==> src/rtl/mult_control.sv <==
// mult_control: sequencing FSM for an 8-bit shift-add signed multiplier.
// One Run request produces a clear step, ITER add/subtract + shift
// iterations, then a held completion state until Run drops.
// Optional build macro: MULT_CTRL_SKIP_ZERO_EN -- skip the ADD cycle for
// iterations whose multiplier bit M is 0 (variable latency).
module mult_control #(
  parameter int ITER = 8
) (
  input  logic                    Clk,
  input  logic                    Reset,
  input  logic                    Run,
  input  logic                    ClearA_LoadB,
  input  logic                    M,
  output logic                    Clr_Ld,
  output logic                    ClearXA,
  output logic                    Add,
  output logic                    Sub,
  output logic                    Shift,
  output logic                    Busy,
  output logic                    Done,
  output logic [$clog2(ITER)-1:0] Count
);

  localparam int            CW   = $clog2(ITER);
  localparam logic [CW-1:0] LAST = CW'(ITER - 1);

  typedef enum logic [2:0] {
    S_IDLE,
    S_START,
    S_ADD,
    S_SHIFT,
    S_HOLD
  } state_t;

  state_t        state_q, state_d;
  logic [CW-1:0] count_q, count_d;
  logic          last_iter;

  assign last_iter = (count_q == LAST);

  // Next-state and iteration counter decode
  always_comb begin
    state_d = state_q;
    count_d = count_q;
    unique case (state_q)
      S_IDLE: begin
        if (Run) state_d = S_START;
      end
      S_START: begin
        count_d = '0;
`ifdef MULT_CTRL_SKIP_ZERO_EN
        state_d = M ? S_ADD : S_SHIFT;
`else
        state_d = S_ADD;
`endif
      end
      S_ADD: begin
        state_d = S_SHIFT;
      end
      S_SHIFT: begin
        if (last_iter) begin
          state_d = S_HOLD;
        end else begin
          count_d = count_q + CW'(1);
`ifdef MULT_CTRL_SKIP_ZERO_EN
          state_d = M ? S_ADD : S_SHIFT;
`else
          state_d = S_ADD;
`endif
        end
      end
      S_HOLD: begin
        // Run must be seen low before another multiply can begin
        if (!Run) begin
          state_d = S_IDLE;
          count_d = '0;
        end
      end
      default: begin
        state_d = S_IDLE;
        count_d = '0;
      end
    endcase
  end

  // State and counter registers with synchronous active-low reset
  always_ff @(posedge Clk) begin
    if (!Reset) begin
      state_q <= S_IDLE;
      count_q <= '0;
    end else begin
      state_q <= state_d;
      count_q <= count_d;
    end
  end

  // Output decode; the final iteration subtracts because the top
  // multiplier bit carries negative weight in two's complement
  always_comb begin
    Clr_Ld  = 1'b0;
    ClearXA = 1'b0;
    Add     = 1'b0;
    Sub     = 1'b0;
    Shift   = 1'b0;
    Busy    = 1'b0;
    Done    = 1'b0;
    unique case (state_q)
      S_IDLE: begin
        // Run has priority over an operand load; nothing leaks while in reset
        Clr_Ld = Reset & ClearA_LoadB & ~Run;
      end
      S_START: begin
        ClearXA = 1'b1;
        Busy    = 1'b1;
      end
      S_ADD: begin
        Add  = M & ~last_iter;
        Sub  = M &  last_iter;
        Busy = 1'b1;
      end
      S_SHIFT: begin
        Shift = 1'b1;
        Busy  = 1'b1;
      end
      S_HOLD: begin
        Done = 1'b1;
      end
      default: begin
        Clr_Ld = 1'b0;
      end
    endcase
  end

  assign Count = count_q;

endmodule

==> config.mk <==
export PLATFORM = sky130hd
export DESIGN_NAME = mult_control
export DESIGN_NICKNAME = d
export VERILOG_FILES = /design/src/rtl/mult_control.sv
export SDC_FILE = /design/constraint.sdc
export NUM_CORES = 1
export LEC_CHECK = 0
export BUFFER_PORTS_ARGS = -buffer_cell sky130_fd_sc_hd__clkbuf_2
export CAP_MARGIN = 20
export CORE_AREA = 8 8 45 47
export DETAILED_ROUTE_END_ITERATION = 8
export DIE_AREA = 0 0 53 55
export PLACE_DENSITY = 0.54
export SKIP_CTS_REPAIR_TIMING = 1
export SYNTH_ARGS = -nofsm -noshare
export SYNTH_HDL_FRONTEND = slang
export SYNTH_SLANG_ARGS = --single-unit
==> constraint.sdc <==
create_clock -name Clk -period 1.75 [get_ports Clk]
set_input_delay 0.175 -clock Clk [delete_from_list [all_inputs] [get_ports Clk]]
set_output_delay 0.175 -clock Clk [all_outputs]
set_load 0.005 [all_outputs]
; ---- After elaboration in Yosys (flattened, before gate mapping)
; Index checks and enable logic that the tools add are counted.
[totals]
output_inout_bits = 10
word_cells = 36
in_bits = 5
regBits = 6
[classes]
eq_ne = 8
add_sub_neg = 1
n_reduce_logical = 5
n_bitwise = 7
mux = 13
[ops]
columns = cell, n
row1 = $pmux 3 s5, 1
row2 = $mux 3, 4
row3 = $pmux 3 s3, 1
row4 = $mux 1, 7
row5 = $eq 3x2->1 const B, 2
row6 = $eq 3x3->1 const B, 2
row7 = $ne 2x2->1 const B, 3
row8 = $and 1x1->1, 4
row9 = $add 3x1->3 const B, 1
row10 = $eq 3x1->1 const B, 1
row11 = $logic_not 3->1, 1
row12 = $not 1->1, 3
row13 = $reduce_and 3->1, 1
row14 = $reduce_or 3->1, 1
row15 = $reduce_and 2->1, 1
row16 = $reduce_or 2->1, 1

; ---- Logic depth before layout (Yosys ltp)
; Gate-level depths: netlist (run 1).
[depth]
ltp_word = 4
ltp_mapped = 5
depth_no_buf = 5

; ---- Worst setup path before layout (run 1)
; Ideal clock, no wire load.
[synth_timing]
path_type = register to register
from = register count_q[0] (netlist: Count[0])
to = register count_q[0] (netlist: Count[0])
period_less_slack_ps = 1359
stages_incl_launch_ff = 6
setup_ps = 74
arrival_time_ps = 1285
required_ps = 1676
path_slack_ps = 391
path_cell_list = dfxtp_1 ha_1 ha_1 and4bb_4 o21ai_2 a31oi_1
[synth_between]
elab_chain_len = 3
word_cells_on_any_way = 6
[synth_rtl]
columns = element, line_no
row1 = start: declaration, 36  ; logic [CW-1:0] count_q, count_d;
row2 = start signal: assignment, 93  ; count_q <= count_d;
row3 = $add 3x1->3 / $eq 3x3->1 (equally long branches), "64, 39"
row4 = $mux 3 / $ne 2x2->1 (equally long branches), --
row5 = $pmux 3 s3 / $reduce_and 3->1 (equally long branches), --
; Several ways; a longest one is shown, not always the timed one. The select of a mux whose other input is x is not followed.
; A chain may end at the register's enable or synchronous reset.

; ---- Final worst setup path (run 1)
[layout_timing]
from = register count_q[0] (netlist: Count[0])
to = output port Add
[layout_between]
elab_chain_len = 4
[layout_rtl]
columns = element, line_no
row1 = $eq 3x3->1, 39  ; assign last_iter = (count_q == LAST);
row2 = $not 1->1, 117  ; Add = M & ~last_iter;
row3 = $and 1x1->1, 117
row4 = $mux 1, 107  ; unique case (state_q)
row5 = end: declaration, 16  ; output logic Add,
; No other way between the ends.

==> reports/qor.yml, run 1 <==
worst_setup_path:
  worstPathRequired_ps: 1570
  worst_r2r_path_depth: 5
  cp.arrival_ps: 1470
  critPathCaptureType: "primary output"
  cp-start-kind: "flip-flop"
  path_class: "flip-flop to primary output"
  crit_fanout: 6
detailed_routing:
  final_antenna_net_count: 0
  wl_per_cell_um: 12.74
  first_iter_violations: 2
  wl_um: 943
  drc: 0
  first_pass_iters: 3
  viasPerCell: 4.865
  num_vias: 360
cells_and_area:
  antenna_cells: 0
  nNetsFinal: 68
  stdcell_count: 74
  area_growth_pct: 26.23
  layout-drive-gt1-share_pct: 37.93
sta:
  hold_violations: 0
  maxSlewHeadroom_pct: 79.38
  hold_ws_ps: 218.6
  fmax_mhz: 609.4
  setup_violations: 0
  rsz0062_at_grt: "false"
  finClkSkew_ps: 2.531
  period_share_pct: 93.77
  finalSetupTns_ps: 0
  drv_slew: 0
  fin_crit_ps: 1641
  worstMarginPinSlew_ps: 308.9
power_and_ir_drop:
  p_leak_uw: 0.0002285
  ir_drop_v: 0.0002641
  p_per_area_nw_per_um2: 685.7
place:
  io_buffers: 14
  place_congestion: 0.7109
  place_inst: 71
  dp_hpwl_um: 708.6
min_path:
  hold_class: "input port to flip-flop"
  min_path_cells: 3
cts:
  cts.sinks: 6
  h-tree-depth: 1
  clkLatencyLatePin_ps: 240
  clockBufferDepth: 2
  cts_tree: "built"
  cts_root_buf: "clkbuf_4"
  cts_buffers: 3
  clk_pin_slew_ps: 50
yosys:
  yosysWarnings: 0
  yosysMostFrequentCell: "dfxtp_1"
  ys_top_cells_by_count: "dfxtp_1 (6), nand3_1 (4), ha_1 (3), nand2_1 (3), nor2_1 (3)"
  synth_seq_cells: 6
  synth-edff-count: 0
  synth.top_cell.area_share_pct: 31.48
  syn-mean-instance-area_sq_um: 8.875
  yosysTopAreaCell: "dfxtp_1"
  synth_area_leaders: "dfxtp_1 (31%), ha_1 (9.8%), nand3_1 (5.2%)"
  syn_area_sq_um: 381.6
  synth_fp_nets: 51
  seq_area_frac_synth_pct: 31.48
  synth_cell_types: 24
  async_reset_ff_share_pct: 0
  synthCells: 43
  synth_top_flop_cell: "dfxtp_1"
global_route:
  grt_pass1_wl_mm: 1.559
  gr-usage-all-layers_pct: 7.338
  antenna_found_initial: 0
  grt_pass1_vias: 335
  gr-total-overflow: 0
  grt_max_degree: 11
floorplanning:
  fp.coreArea_sq_um: 1384
  die_area_sq_um: 2915
  std_cell_rows: 14
  start_util_pct: 27.58
  ios: 15
  die_w_um: 53
  die_h_um: 55
run:
  maxCapViolCount: 0
outcome:
  status: "completed"
==> final timing paths <==
path	start	end	slack [ps]
worst min register to register	Count[0]	Count[0]	510
worst max register to register	Count[0]	Count[0]	330
worst max-delay path	Count[0]	Add	110
worst min-delay path	Run	state_q[2]	220
==> per-stage QoR <==
step	power [uW]	utilization (%)	setup slack, ps	area, sq um
after floorplan	184.0	-	390.6	381.6
after global placement	200.5	33.00	337.1	456.7
after detailed placement	201.1	33.00	289.1	456.7
after CTS	335.1	34.63	72.07	479.2
after global routing	353.7	34.81	21.58	481.7
final	330.3	34.81	108.9	481.7
==> cells by family after synthesis <==
family / Yosys count / share of synthesized area (%)
AOI/OAI and AO/OA: 6 / 11.81
adders and majority gates: 3 / 9.837
buffers and inverters: 2 / 3.936
DFF: 6 / 31.48
and+or+nand+nor: 26 / 42.95
==> metal layers <==
layer | vias up | routed length (um) | GRT usage [%]
met5 | - | 0 | 0
met4 | 0 | 0 | 5.172
met3 | 0 | 91 | 3.476
met2 | 12 | 391 | 9.766
met1 | 159 | 460 | 9.021
li1 | 189 | - | -
==> state kept, by name, indices dropped and copies added, names as in the netlist <==
| register | flops |
|---|---|
| Count | 3 |
| state_q | 3 |
==> where the power goes <==
| part | switching (uW) | internal, uW |
|---|---|---|
| Clock | 54.3 | 77.9 |
| Combinational | 24.3 | 22.9 |
| Sequential | 9.06 | 142 |
| Total | 87.7 | 243 |
==> worst max-delay path: stages, from the launching register on <==
cell      delay (ps)
dfxtp_1          340
ha_1             240
ha_2             220
nor4bb_1         270
clkbuf_2         160
==> cell usage in the layout (no fill, tap or decap) <==
cell type  synthesis  final
nor3b_1            1      1
and2_1             2      2
o21ai_2            1      1
nand4_1            2      2
clkbuf_2           0     14
nand2_1            3      3
and4b_1            1      1
dfxtp_1            6      6
nor2_1             3      3
a21boi_1           1      1
ha_1               3      2
clkbuf_4           1      3
nor3_1             2      2
o211ai_1           2      2
nand3b_1           1      1
nor2_2             1      1
and2b_4            1      1
nor4bb_1           1      1
a31oi_1            1      1
nand2b_1           2      2
and4bb_4           1      1
ha_2               0      1
and3_1             1      1
nand3_1            4      4
a21o_1             1      1
==> final cells by class <==
class	instances	area, sq um
clock buffer	3	22.52
tap	16	20.02
timing repair buffer	14	70.07
multi-input combinational	35	249.0
fill	161	902.1
sequential	6	120.1
Power figures use the tool's default switching activity.
==> run 2: changes to the inputs <==
--- a/config.mk
+++ b/config.mk
@@ -10,7 +10,7 @@
 export CORE_AREA = 8 8 45 47
 export DETAILED_ROUTE_END_ITERATION = 8
 export DIE_AREA = 0 0 53 55
-export PLACE_DENSITY = 0.54
+export PLACE_DENSITY = 0.57
 export SKIP_CTS_REPAIR_TIMING = 1
 export SYNTH_ARGS = -nofsm -noshare
 export SYNTH_HDL_FRONTEND = slang
==> run 2 against run 1 <==
  * Hold slack lost 6.7 ps
  * Register-to-register slack better by 20 ps
  * Combinational power is essentially flat
  * Final cell count is the same
  * Via count increased by 4.7%
  * Global-route usage grew 0.27 points
  * Utilization up 0.45 points
  * Count of clock-buffer cells in the layout unchanged
  * First-iteration DRC count decreased by 100%
  * Flip-flop and latch count unchanged
  * Routed wire length grew 2.2%
  * Largest cell class unchanged
  * Worst setup slack improved by 5.2 ps
==> reports/qor.yml, run 2 (same netlist as run 1, synthesis figures left out) <==
outcome:
  status: "completed"  # unchanged
worst_setup_path:
  critPathCaptureType: "primary output"  # unchanged
  crit_start: "Count[0]"  # unchanged
  rrSetupSlack_ps: 350  # was 330 ps
  crit_fanout: 6  # unchanged
  worstPathRequired_ps: 1570  # about the same
  path_class: "flip-flop to primary output"  # unchanged
  cp.arrival_ps: 1460  # was 1470 ps
  r2r_start: "Count[0]"  # unchanged
  worst_r2r_path_depth: 5  # unchanged
  reg2reg_to: "Count[0]"  # unchanged
  cp-start-kind: "flip-flop"  # unchanged
cells_and_area:
  final_cell_mix: "clkbuf_2 (14), dfxtp_1 (6), nand3_1 (4)"  # unchanged
  antenna_cells: 0  # unchanged
  layout-drive-gt1-share_pct: 39.66  # was 37.93%
  area_growth_pct: 27.87  # was 26.23%
  stdcell_count: 74  # unchanged
  nNetsFinal: 68  # unchanged
  final_common_cell: "clkbuf_2"  # unchanged
cts:
  cts_buffers: 3  # unchanged
  clk_pin_slew_ps: 40  # was 50 ps
  cts_tree: "built"  # unchanged
  cts_root_buf: "clkbuf_4"  # unchanged
  clockBufferDepth: 2  # unchanged
  clkLatencyLatePin_ps: 260  # was 240 ps
  cts.sinks: 6  # unchanged
  h-tree-depth: 1  # unchanged
floorplanning:
  die_h_um: 55  # unchanged
  ios: 15  # unchanged
  fp.coreArea_sq_um: 1384  # unchanged
  std_cell_rows: 14  # unchanged
  die_w_um: 53  # unchanged
  start_util_pct: 27.58  # unchanged
  die_area_sq_um: 2915  # unchanged
power_and_ir_drop:
  p_sw_uw: 92.47  # was 87.67 uW
  p_leak_uw: 0.0002291  # was 0.0002285 uW
  clockPowerShare_pct: 40.8  # was 40.0%
  p_per_area_nw_per_um2: 688.9  # was 685.7 nW/um^2
  p_seq_share_pct: 45.1  # was 45.7%
  total_power_uw: 336.2  # was 330.3 uW
  p_comb_share_pct: 14.1  # was 14.3%
  p_int_uw: 243.7  # was 242.6 uW
  p_sw_share_pct: 27.51  # was 26.54%
  ir_drop_v: 0.0002143  # was 0.0002641 V
place:
  place_inst: 71  # unchanged
  io_buffers: 14  # unchanged
  place_congestion: 0.7064  # was 0.7109
sta:
  hold_violations: 0  # unchanged
  worstMarginPinSlew_ps: 333.5  # was 308.9 ps
  rsz0062_at_grt: "false"  # unchanged
  maxSlewHeadroom_pct: 77.74  # was 79.38%
  setup_violations: 0  # unchanged
  fmax_mhz: 611.3  # was 609.4 MHz
  drv_slew: 0  # unchanged
  finClkSkew_ps: 10.77  # was 2.531 ps
  period_share_pct: 93.48  # was 93.77%
  finalSetupTns_ps: 0  # unchanged
  fin_crit_ps: 1636  # was 1641 ps
global_route:
  grt_pass1_wl_mm: 1.559  # unchanged
  grt_pass1_vias: 357  # was 335
  gr-usage-all-layers_pct: 7.604  # was 7.338%
  antenna_found_initial: 0  # unchanged
  gr-total-overflow: 0  # unchanged
  grt_max_degree: 11  # unchanged
run:
  maxCapViolCount: 0  # unchanged
detailed_routing:
  wl_um: 964  # was 943 um
  first_pass_iters: 1  # was 3
  num_vias: 377  # was 360
  first_iter_violations: 0  # was 2
  viasPerCell: 5.095  # was 4.865
  wl_per_cell_um: 13.03  # was 12.74 um
  final_antenna_net_count: 0  # unchanged
  drc: 0  # unchanged
min_path:
  hold_class: "input port to flip-flop"  # unchanged
  hp-start: "Run"  # unchanged
  min_path_cells: 3  # unchanged
  min_to: "state_q[0]"  # was state_q[2]
==> run 2: final cells by class <==
class,count,area (sq um)
fillers,165,895.9
multi-input cells,35,255.2
flip-flops and latches,6,120.1
repair buffers,14,70.07
clock buffers,3,22.52
well taps,16,20.02
==> run 2: worst max path at each step <==
| stage | to | slack [ps] | depth (start not counted) |
|---|---|---|---|
| detailed placement | Count[0] | 310 | 5 |
| floorplan | Count[0] | 390 | 5 |
| global placement | Count[2] | 340 | 5 |
| finish | Add | 110 | 4 |
| global route | Add | 3 | 4 |
| CTS | Add | 60 | 4 |
==> run 2: critical path: stages (launching register included) <==
cell and delay (ps):
dfxtp_1 340, ha_1 230, ha_2 220, nor4bb_2 280, clkbuf_2 150
==> run 2: metrics by stage <==
stage          hold WS, ps  instance area [sq um]  worst slack (ps)  util, %
2_1_floorplan        335.3                  381.6             390.6        -
3_3_place_gp         467.0                  456.7             339.8    33.00
3_5_place_dp         472.7                  456.7             308.8    33.00
4_1_cts              210.8                  479.2             56.48    34.63
5_1_grt              232.7                  488.0             2.783    35.26
6_report             211.9                  488.0             114.1    35.26
==> run 2: power groups by stage <==
stage	sequential (uW)	combinational (uW)	clock (uW)
6_report	152	47.3	137
5_1_grt	153	52.9	151
4_1_cts	151	47.3	139
3_5_place_dp	154	47.1	0
3_3_place_gp	154	46.3	0
2_1_floorplan	149	35.4	0
==> run 2: layer usage <==
| layer | up-vias | wire (um) | global-route usage [%] |
|---|---|---|---|
| met5 | - | 0 | 0 |
| met4 | 0 | 17 | 7.759 |
| met3 | 4 | 111 | 4.545 |
| met2 | 12 | 446 | 11.33 |
| met1 | 170 | 390 | 7.012 |
| li1 | 191 | - | - |
==> run 3: changes to the inputs <==
--- a/config.mk
+++ b/config.mk
@@ -7,10 +7,10 @@
 export LEC_CHECK = 0
 export BUFFER_PORTS_ARGS = -buffer_cell sky130_fd_sc_hd__clkbuf_2
 export CAP_MARGIN = 20
-export CORE_AREA = 8 8 45 47
+export CORE_MARGIN = 8
+export CORE_UTILIZATION = 26
 export DETAILED_ROUTE_END_ITERATION = 8
-export DIE_AREA = 0 0 53 55
-export PLACE_DENSITY = 0.57
+export PLACE_DENSITY = 0.53
 export SKIP_CTS_REPAIR_TIMING = 1
 export SYNTH_ARGS = -nofsm -noshare
 export SYNTH_HDL_FRONTEND = slang
==> run 3 against run 2 <==
  * Critical path depth is the same
  * Utilization down 1.7 points
  * Critical path type unchanged
  * Via count fell by 2.7%
  * Count of clock-buffer cells in the layout is the same
  * Clock skew grew 1.2 ps
  * Hold slack better by 12 ps
  * First-iteration DRC count up 7
  * Sequential share of layout area increased by 0.32 points
  * Non-clock buffer count is the same
  * Flip-flop and latch count unchanged
==> reports/qor.yml, run 3 (same netlist as run 1, synthesis figures left out) <==
outcome:
  status: "completed"  # unchanged
sta:
  fmax_mhz: 615.4  # was 611.3 MHz
  period_share_pct: 92.85  # was 93.48%
  drv_slew: 0  # unchanged
  setup_violations: 0  # unchanged
  hold_ws_ps: 223.7  # was 211.9 ps
  maxSlewHeadroom_pct: 79.76  # was 77.74%
  rsz0062_at_grt: "false"  # unchanged
  hold_violations: 0  # unchanged
  fin_crit_ps: 1625  # was 1636 ps
  worstMarginPinSlew_ps: 303.2  # was 333.5 ps
  finalSetupTns_ps: 0  # unchanged
  finClkSkew_ps: 11.99  # was 10.77 ps
worst_setup_path:
  rrSetupSlack_ps: 360  # was 350 ps
  reg2reg_to: "Count[0]"  # unchanged
  worstPathRequired_ps: 1570  # about the same
  cp.arrival_ps: 1450  # was 1460 ps
  cp-start-kind: "flip-flop"  # unchanged
  r2r_start: "Count[0]"  # unchanged
  path_class: "flip-flop to primary output"  # unchanged
  critPathCaptureType: "primary output"  # unchanged
  crit_fanout: 6  # unchanged
  worst_r2r_path_depth: 5  # unchanged
floorplanning:
  start_util_pct: 26.57  # was 27.58%
  die_area_sq_um: 2950  # was 2915 sq um
  die_w_um: 54.31  # was 53 um
  die_h_um: 54.31  # was 55 um
  ios: 15  # unchanged
  std_cell_rows: 14  # unchanged
  fp.coreArea_sq_um: 1436  # was 1384 sq um
min_path:
  min_to: "state_q[2]"  # was state_q[0]
  hold_class: "input port to flip-flop"  # unchanged
  min_path_cells: 3  # unchanged
  hp-start: "Run"  # unchanged
detailed_routing:
  viasPerCell: 4.959  # was 5.095
  first_pass_iters: 4  # was 1
  first_iter_violations: 7  # was 0
  final_antenna_net_count: 0  # unchanged
  wl_per_cell_um: 12.38  # was 13.03 um
  num_vias: 367  # was 377
  wl_um: 916  # was 964 um
  drc: 0  # unchanged
place:
  place_congestion: 0.6632  # was 0.7064
  io_buffers: 14  # unchanged
  placed_area_sq_um: 456.7  # unchanged
cts:
  cts.sinks: 6  # unchanged
  cts_root_buf: "clkbuf_4"  # unchanged
  clkLatencyLatePin_ps: 250  # was 260 ps
  cts_tree: "built"  # unchanged
  clk_pin_slew_ps: 40  # about the same
  h-tree-depth: 1  # unchanged
  cts_buffers: 3  # unchanged
  clockBufferDepth: 2  # unchanged
power_and_ir_drop:
  p_leak_uw: 0.0002285  # was 0.0002291 uW
  total_power_uw: 326.8  # was 336.2 uW
  ir_drop_v: 0.0003334  # was 0.0002143 V
  p_per_area_nw_per_um2: 678.5  # was 688.9 nW/um^2
cells_and_area:
  multiInputGateArea_sq_um: 249.0  # was 255.2 sq um
  layout-drive-gt1-share_pct: 37.93  # was 39.66%
  final_common_cell: "clkbuf_2"  # unchanged
  antenna_cells: 0  # unchanged
  final_cell_mix: "clkbuf_2 (14), dfxtp_1 (6), nand3_1 (4)"  # unchanged
  stdcell_area_sq_um: 481.7  # was 488.0 sq um
  fill_cells: 165  # unchanged
  area_growth_pct: 26.23  # was 27.87%
  nNetsFinal: 68  # unchanged
  ff_latch_area_sq_um: 120.1  # unchanged
global_route:
  antenna_found_initial: 0  # unchanged
  grt_pass1_vias: 352  # was 357
  grt_max_degree: 11  # unchanged
  gr-total-overflow: 0  # unchanged
  grt_pass1_wl_mm: 1.518  # was 1.559 mm
  gr-usage-all-layers_pct: 6.957  # was 7.604%
run:
  maxCapViolCount: 0  # unchanged
-- run 3: cell count changes in the layout (fill, tap and decap cells not counted) --
| cell | delta |
|---|---|
| nor4bb_2 | -1 |
| nor4bb_1 | +1 |
-- run 3: per-stage QoR --
stage          std cells  setup WS (ps)  utilization [%]
5_1_grt               74          29.41            33.54
4_1_cts               74          78.51            33.36
2_1_floorplan         43          390.6                -
6_report              74          125.1            33.54
3_5_place_dp          71          309.5            31.79
3_3_place_gp          71          332.3            31.79
-- run 3: metal layers --
metal  share of wire (%)  vias up  global-route usage [%]
met5                   0        -                       0
met4                0.66        0                   3.689
met1                  44      164                   7.538
met2                  43       13                   10.88
met3                  12        2                   3.533
li1                    -      188                       -
-- run 3: report_power, final --
group          switching [uW]  internal, uW
registers                9.24           142
clock network            51.6          77.7
logic                    23.5          22.9
total                    84.3           243
-- run 3: worst max-delay path by stage --
stage / startpoint / to / slack, ps / cells past startpoint
floorplan: Count[0] / Count[0] / 390 / 5
global placement: Count[0] / Count[2] / 330 / 5
detailed placement: Count[0] / Count[2] / 310 / 5
CTS: Count[0] / Add / 80 / 4
global route: Count[0] / Add / 30 / 4
finish: Count[0] / Add / 130 / 4
-- run 3: area by class of cell --
type | count | share of cell area [%]
multi-input combinational | 35 | 51.69
sequential | 6 | 24.94
clock buffer | 3 | 4.675
tap | 16 | 4.156
timing repair buffer | 14 | 14.55
-- run 3: worst max-delay path, cell delays in order, from the launching register on --
cell	delay (ps)
dfxtp_1	340
ha_1	240
ha_2	210
nor4bb_1	270
clkbuf_2	160
